### src/rtl/rns53_pkg.sv
// Shared constants and FSM state type for the mod-53 / mod-64 reverse converter.
package rns53_pkg;
  localparam int          RES_W = 6;
  localparam int          OUT_W = 12;
  localparam logic [5:0]  MOD   = 6'd53;
  localparam logic [4:0]  INV64 = 5'b11101;  // 64^-1 mod 53 = 29

  typedef enum logic [1:0] {
    IDLE = 2'd0,
    SUB  = 2'd1,
    MUL  = 2'd2,
    DONE = 2'd3
  } state_t;
endpackage

### src/rtl/rns53_reverse_conv_if.sv
// Input/output handshake bundle of the reverse converter.
interface rns53_reverse_conv_if;
  import rns53_pkg::*;

  logic             in_valid;
  logic             in_ready;
  logic [RES_W-1:0] in_r53;
  logic [RES_W-1:0] in_r64;
  logic             out_valid;
  logic             out_ready;
  logic [OUT_W-1:0] out_value;
  logic             out_err;

  modport master (
    output in_valid, in_r53, in_r64, out_ready,
    input  in_ready, out_valid, out_value, out_err
  );

  modport slave (
    input  in_valid, in_r53, in_r64, out_ready,
    output in_ready, out_valid, out_value, out_err
  );
endinterface

### src/rtl/rns53_mod_addred.sv
// Modular add with a single conditional subtract: y = (a + b) mod 53 for a, b <= 52.
module rns53_mod_addred
  import rns53_pkg::*;
(
  input  logic [6:0] a,
  input  logic [6:0] b,
  output logic [6:0] y
);
  logic [6:0] sum;

  assign sum = a + b;
  assign y   = (sum >= {1'b0, MOD}) ? sum - {1'b0, MOD} : sum;
endmodule

### src/rtl/rns53_reverse_conv.sv
// Mixed-radix reverse converter: X = 64 * ((r53 - r64 mod 53) * 29 mod 53) + r64,
// with the multiply by 29 done as five Horner shift-add steps over its bits.
module rns53_reverse_conv
  import rns53_pkg::*;
(
  input  logic                 clk,
  input  logic                 rst,
  rns53_reverse_conv_if.slave  bus
);
  state_t           state;
  logic [RES_W-1:0] r53_q;
  logic [RES_W-1:0] r64_q;
  logic [RES_W-1:0] d;
  logic [6:0]       acc;
  logic [2:0]       cnt;
  logic             err_q;

  logic [5:0] r64_m;
  logic [6:0] diff;
  logic [6:0] d_next;
  logic [6:0] dbl;
  logic [6:0] addend;
  logic [6:0] acc_next;
  logic [4:0] inv_bits;

  // Subtraction mod 53: a borrow out of bit 6 means one +53 brings it back in range.
  assign r64_m  = (r64_q >= MOD) ? r64_q - MOD : r64_q;
  assign diff   = {1'b0, r53_q} - {1'b0, r64_m};
  assign d_next = diff[6] ? diff + {1'b0, MOD} : diff;

  assign inv_bits = INV64;
  assign addend   = inv_bits[cnt] ? {1'b0, d} : 7'd0;

  rns53_mod_addred u_double (.a(acc), .b(acc),    .y(dbl));
  rns53_mod_addred u_add    (.a(dbl), .b(addend), .y(acc_next));

  // NOTE: all state and registered outputs update with non-blocking assignments so
  // every branch below sees the pre-edge values of acc, cnt and the latched residues.
  always_ff @(posedge clk) begin
    if (rst) begin
      state         <= IDLE;
      r53_q         <= '0;
      r64_q         <= '0;
      d             <= '0;
      acc           <= '0;
      cnt           <= '0;
      err_q         <= 1'b0;
      bus.in_ready  <= 1'b1;
      bus.out_valid <= 1'b0;
      bus.out_value <= '0;
      bus.out_err   <= 1'b0;
    end else begin
      case (state)
        IDLE: begin
          if (bus.in_valid) begin
            r53_q        <= bus.in_r53;
            r64_q        <= bus.in_r64;
            err_q        <= (bus.in_r53 >= MOD);
            bus.in_ready <= 1'b0;
            state        <= SUB;
          end
        end
        SUB: begin
          // An illegal r53 runs with d = 0 so the datapath stays in range; its result is masked.
          d     <= err_q ? '0 : d_next[5:0];
          acc   <= '0;
          cnt   <= 3'd4;
          state <= MUL;
        end
        MUL: begin
          acc <= acc_next;
          if (cnt == 3'd0) begin
            bus.out_valid <= 1'b1;
            bus.out_value <= err_q ? '0 : {acc_next[5:0], r64_q};
            bus.out_err   <= err_q;
            state         <= DONE;
          end else begin
            cnt <= cnt - 3'd1;
          end
        end
        DONE: begin
          if (bus.out_ready) begin
            bus.out_valid <= 1'b0;
            bus.out_value <= '0;
            bus.out_err   <= 1'b0;
            bus.in_ready  <= 1'b1;
            state         <= IDLE;
          end
        end
        default: state <= IDLE;
      endcase
    end
  end
endmodule
### src/flat_wrapper.sv
// flat-port wrapper written by rule: the top's interface ports become plain ports
module rns53_reverse_conv_flat import rns53_pkg::*;
  (clk, rst, bus_in_valid, bus_in_r53, bus_in_r64, bus_out_ready, bus_in_ready, bus_out_valid, bus_out_value, bus_out_err);
  rns53_reverse_conv_if bus_i ();
  input  logic clk;
  input  logic rst;
  input wire logic [$bits(bus_i.in_valid)-1:0] bus_in_valid;
  input wire logic [$bits(bus_i.in_r53)-1:0] bus_in_r53;
  input wire logic [$bits(bus_i.in_r64)-1:0] bus_in_r64;
  input wire logic [$bits(bus_i.out_ready)-1:0] bus_out_ready;
  output wire logic [$bits(bus_i.in_ready)-1:0] bus_in_ready;
  output wire logic [$bits(bus_i.out_valid)-1:0] bus_out_valid;
  output wire logic [$bits(bus_i.out_value)-1:0] bus_out_value;
  output wire logic [$bits(bus_i.out_err)-1:0] bus_out_err;
  assign bus_i.in_valid = bus_in_valid;
  assign bus_i.in_r53 = bus_in_r53;
  assign bus_i.in_r64 = bus_in_r64;
  assign bus_i.out_ready = bus_out_ready;
  assign bus_in_ready = bus_i.in_ready;
  assign bus_out_valid = bus_i.out_valid;
  assign bus_out_value = bus_i.out_value;
  assign bus_out_err = bus_i.out_err;
  rns53_reverse_conv u_core (.clk(clk), .rst(rst), .bus(bus_i));
endmodule
### config.mk
export PLATFORM = sky130hd
export DESIGN_NAME = rns53_reverse_conv_flat
export DESIGN_NICKNAME = d
export VERILOG_FILES = /design/src/rtl/rns53_pkg.sv /design/src/rtl/rns53_reverse_conv_if.sv /design/src/rtl/rns53_mod_addred.sv /design/src/rtl/rns53_reverse_conv.sv /design/src/flat_wrapper.sv
export SDC_FILE = /design/constraint.sdc
export NUM_CORES = 1
export LEC_CHECK = 0
export BUFFER_PORTS_ARGS = -buffer_cell sky130_fd_sc_hd__buf_2
export CORE_MARGIN = 1
export CORE_UTILIZATION = 40
export CTS_CLUSTER_SIZE = 25
export DETAILED_ROUTE_END_ITERATION = 6
export GPL_TIMING_DRIVEN = 0
export PLACE_DENSITY_LB_ADDON = 0.12
export REMOVE_ABC_BUFFERS = 1
export SYNTH_ARGS = -nofsm -noshare
export SYNTH_HDL_FRONTEND = slang
export SYNTH_SLANG_ARGS = --single-unit
### constraint.sdc
create_clock -name clk -period 3.82 [get_ports clk]
set_clock_uncertainty 0.15 [all_clocks]
set_input_delay 0.191 -clock clk [delete_from_list [all_inputs] [get_ports clk]]
set_output_delay 0.191 -clock clk [all_outputs]
set_load 0.005 [all_outputs]
---- Yosys cells after proc, flatten, opt, wreduce, memory -nomap -nowiden ----
Memory sizes are Yosys's and may differ from the RTL's. A register that Yosys moved wholly into a read port is not among the register bits.
Cells that the tools add are included.
operators by class
  add/subtract/negate cells ............... 8
  multiply operators ...................... 0
  divide/modulo/power cells ............... 0
  order comparisons ....................... 5
  eq/ne operators ......................... 7
  shifts and indexed selects .............. 0
  muxes and demuxes ....................... 28
  bitwise operators ....................... 0
  reduce and logical (&&, ||, !) cells .... 10
operator list
  cell                                                                   number
  12-bit two-way mux                                                     3
  6-bit two-way mux                                                      4
  12-bit one-hot mux with 2 select lines                                 1
  7-bit adder                                                            2
  7-bit by 6-bit >= comparator with 1-bit output, second input constant  2
  7-bit two-way mux                                                      2
  7-bit one-hot mux with 2 select lines                                  1
  7-bit by 6-bit subtractor with 7-bit output, second input constant     2
  6-bit >= comparator, second input constant                             2
  3-bit two-way mux                                                      3
  3-bit AND reduction                                                    3
  2-bit one-hot mux with 4 select lines                                  1
  6-bit by 6-bit subtractor with 7-bit output                            1
  6-bit adder, second input constant                                     1
  1-bit two-way mux                                                      6
  2-bit two-way mux                                                      3
  2-bit inequality test, second input constant                           3
  1-bit one-hot mux with 2 select lines                                  3
  3-bit one-hot mux with 2 select lines                                  1
  2-bit nonzero test                                                     3
  6-bit subtractor, second input constant                                1
  2-bit equality test, second input constant                             2
  3-bit by 4-bit < comparator with 1-bit output, second input constant   1
  2-bit AND reduction                                                    2
  5 further kinds                                                        5
storage, ports and cells
  flip-flop bits (word level) ............. 46
  bits in latches ......................... 0
  RAM bits ................................ 0
  memory bits (read-only) ................. 8
  memories ................................ 1
memory list
  name              depth  bits a word  read ports  clocked after memory_dff  wr ports  RTL line                  source
  (name not given)  8      1            1           1                         0         rns53_reverse_conv.sv:32  assign addend = inv_bits[cnt] ? {1'b0, d} : 7'd0;

---- Logic depth before layout (Yosys ltp) ----
  word-level depth ........................ 9
  mapped depth ............................ 16
  depth with buffers taken out ............ 16

---- Modules after synthesis ----
From an unflattened synthesis, not the netlist that was laid out.
second synthesis, totals
  cells, all modules ...................... 416
  area total of the unflattened synthesis .. 3,459.6 um2
modules (own cells, without submodules)
  module              instances  cells an instance  area each (um2)  sequential area each (um2)
  rns53_reverse_conv  1          282                2,348.5          940.9
  rns53_mod_addred    2          67                 555.5            0.0

---- Worst setup path before layout ----
Ideal clock, no wire load.
  kind .................................... flip-flop to flip-flop
  start point ............................. register u_core.acc[0]
  end point ............................... register u_core.acc[0]
  arrival ................................. 3,164 ps
  required time ........................... 3,553 ps
  path slack .............................. 389 ps
  cell stages (with the launch flop) ...... 13
  path buffers ............................ 0
  clock period less this slack ............ 3,431 ps
  path through ............................ dfxtp_1 ha_1 or2_2 a31oi_1 mux2_2 ha_1 o21ai_1 or4b_1 o2111ai_2 o211a_4 nor2_2 xnor2_2 a22o_1
on the way
  word-level cells in the longest chain between the ends .. 7
  elaborated cells on any way between the ends .. 9
  classes of those cells .................. add/sub: 4; order compare: 2; mux: 3
ends and longest elaborated chain
  item                                                                                                           RTL line                  source
  from (decl)                                                                                                    rns53_reverse_conv.sv:14  logic [6:0] acc;
  from (signal assigned)                                                                                         rns53_reverse_conv.sv:71  acc <= acc_next;
  7-bit adder *                                                                                                  rns53_mod_addred.sv:11    assign sum = a + b;
  7-bit by 6-bit subtractor with 7-bit output or 7-bit by 6-bit >= comparator with 1-bit output (tied branches)  rns53_mod_addred.sv:12    assign y = (sum >= {1'b0, MOD}) ? sum - {1'b0, MOD} : sum;
  7-bit two-way mux *                                                                                            rns53_mod_addred.sv:12
  7-bit adder *                                                                                                  rns53_mod_addred.sv:11
  7-bit by 6-bit subtractor with 7-bit output or 7-bit by 6-bit >= comparator with 1-bit output (tied branches)  rns53_mod_addred.sv:12
  7-bit two-way mux *                                                                                            rns53_mod_addred.sv:12
  7-bit one-hot mux with 2 select lines *                                                                        rns53_reverse_conv.sv:53  case (state)
Every way passes the cells marked *; elsewhere a longest branch is shown, timed or not.
A chain may end at the register's enable or synchronous reset.

---- Worst setup path after layout ----
Ends and elaborated chain as after synthesis.

==> impl_metrics.tcl <==
set metrics [dict create \
    numCtsBuffers 5 \
    final_layout_size_suffix_gt1_share_pct 13.4 \
    syn2layout_area_growth_pct 16.1 \
    grt_usage_pct 16.5 \
    power.leakage_nw 1.37 \
    fp.dieW_um 86.3 \
    power.density_mw_per_mm2 588 \
    worstMarginPinSlew_ns 0.656 \
    cts_max_level 2 \
    yosysWarningCount 0 \
    cp.arrival_ns 3.65 \
    period_share_pct 94.7 \
    finalMaxSlewViolations 0 \
    diodes 0 \
    ys_async_sr_fraction_pct 0 \
    via_per_inst 4.93 \
    critPathLaunchType "flop" \
    finalSetupTns_ns 0 \
    grt_max_degree 36 \
    drt_iter0_markers 49 \
    avgRoutedWirePerCell_um 11.9 \
    die-height_um 86.3 \
    fin_area_mm2 0.00330 \
    fin_crit_ns 3.62 \
    dp_hpwl_mm 4.56 \
    synth_area_per_cell_um2 8.03 \
    finalSetupViolCount 0 \
    hold_path.class "in2reg" \
    end_kind "flop" \
    mostFrequentLayoutCells "56 x nand2_1, 46 x dfxtp_1, 35 x a21oi_1" \
    initial_core_util_pct 41.6 \
    synthFlopType "dfxtp_1" \
    die_area_mm2 0.00745 \
    ant_nets 0 \
    final_util_pct 48.3 \
    synth_edf_count 0 \
    drc_errors 0 \
    synthCells 354 \
    ys_seq_area_share_pct 32.4 \
    crit_fanout 6 \
    cap_violations 0 \
    crit_required_ns 3.85 \
    p_total_mw 1.94 \
    synth_top_area_share_pct 32.4 \
    netlist_top_cells_area "dfxtp_1 32%, ha_1 11%, nand2_1 7.4%" \
    clkTransAtPathRegs_ns 0.08 \
    layout_commonest_cell "nand2_1" \
    grt_pass1_vias 2229 \
    clockBufferDepth 2 \
    cts_setup_buffers 0 \
    layout.nets 437 \
    max_freq_ghz 0.276 \
    cts.sinks 46 \
    rsz0062_at_grt "no" \
    post_synth_num_cell_types 47 \
    place_area_mm2 0.00309 \
    grt_overflow 0 \
    core_area_mm2 0.00683 \
    totalWireLength_mm 5.86 \
    routabilityCongestion 0.807 \
    hold_viol_final 0 \
    rows 30 \
    clock-root-buffer "clkbuf_8" \
    outcome "finished clean" \
    antenna_found_initial 0 \
    dr.pass1.iters 4 \
    synth_area_leader_cell "dfxtp_1" \
    portBuffers 30 \
    slew-limit-headroom_pct 56.3 \
    vias 2419 \
    ios 31 \
    ir_drop_mv 0.248 \
    crit_type "reg2reg" \
    fillCellCount 701 \
    ys_ff_latch 46 \
    clock_latency_ns 0.29 \
    syn-cell-area_mm2 0.00284 \
    cts_tree "built" \
    grt_pass1_wl_mm 9.87 \
]
-- final timing paths --
path                                              start                       to  slack, ns  depth (start not counted)
worst max-delay path                      u_core.acc[0]            u_core.acc[0]       0.20                         12
worst min-delay path                      bus_in_r53[5]          u_core.r53_q[5]       0.02                          3
worst max register to register            u_core.acc[0]            u_core.acc[0]       0.20                         12
worst min register to register  u_core.bus.out_value[8]  u_core.bus.out_value[8]       0.30                          2
-- per-stage QoR --
step / instances / setup slack (ns) / hold slack, ns
after global placement: 473 / 0.113 / 0.282
after floorplan: 347 / 0.389 / 0.110
after global routing: 491 / 0.0303 / 0.0148
after detailed placement: 473 / 0.0951 / 0.287
after CTS: 491 / 0.0681 / 0.00184
final: 491 / 0.203 / 0.0182
-- cell type report --
class	count	area (um2)	share of cell area, %
clock inverter	2	10.0	0.303
inverter	25	93.8	2.84
timing repair buffer	41	260	7.88
sequential	46	921	27.9
multi-input combinational	276	1830	55.4
clock buffer	5	68.8	2.08
tap	96	120	3.64
-- state kept, by name, summed over array words and instances, names as in the netlist, named ones only --
signal,count
u_core.acc,6
u_core.cnt,3
u_core.bus.in_ready,1
u_core.err_q,1
u_core.bus.out_value,12
u_core.bus.out_valid,1
u_core.d,6
u_core.r64_q,6
u_core.r53_q,6
u_core.bus.out_err,1
u_core.state,2
-- power breakdown --
group	leakage (nW)	switching (mW)	total [mW]	internal, mW
registers	0.374	0.0656	0.640	0.575
clock network	0.0438	0.154	0.277	0.123
logic	0.953	0.599	1.03	0.426
-- critical path, cell delays in order (launching register included) --
cell	delay, ns
dfxtp_1	0.36
ha_1	0.24
or2_2	0.32
a31oi_4	0.25
mux2_2	0.37
ha_1	0.40
o21ai_1	0.11
or4b_1	0.49
o2111ai_2	0.14
o211a_4	0.25
nor2_2	0.06
xnor2_2	0.16
a22o_1	0.21
-- per-layer routing --
layer / vias to the layer above / wire, um / track usage [%]
met5: - / 0 / 0
met4: 0 / 30 / 3.18
met3: 2 / 115 / 3.14
met2: 27 / 2990 / 30.3
met1: 1097 / 2730 / 20.1
li1: 1293 / - / -
-- Yosys cell counts, types with 3 or more instances --
cell and instances:
o21ai_0 12, a31oi_1 3, o211ai_1 5, dfxtp_1 46
nand3_1 13, nand2_1 56, nor2_1 23, a22o_1 6
mux2_2 3, clkbuf_1 7, xnor2_1 10, a21oi_1 35
a211oi_1 4, or3_1 3, and2_1 8, inv_1 25
o21ai_1 9, nor2b_1 6, o21a_1 3, ha_1 24
xor2_1 9, nand2b_1 11
-- kinds of logic after synthesis --
group	count (synthesis)	synth area share [%]
AO/OA/AOI/OAI	93	20.8
XOR/XNOR	21	7.00
adder cells (fa/ha/maj)	26	12.0
buffers and inverters	32	4.22
flip-flops	46	32.4
multiplexers	6	2.29
AND/OR/NAND/NOR	130	21.4
-- what timing repair did --
action                     CTS  global route
setup endpoints to repair    0            13
resized for setup            0             4
hold endpoints to repair    11             0
hold buffers                11             0
No activity file was read; power rests on OpenSTA's default activity.
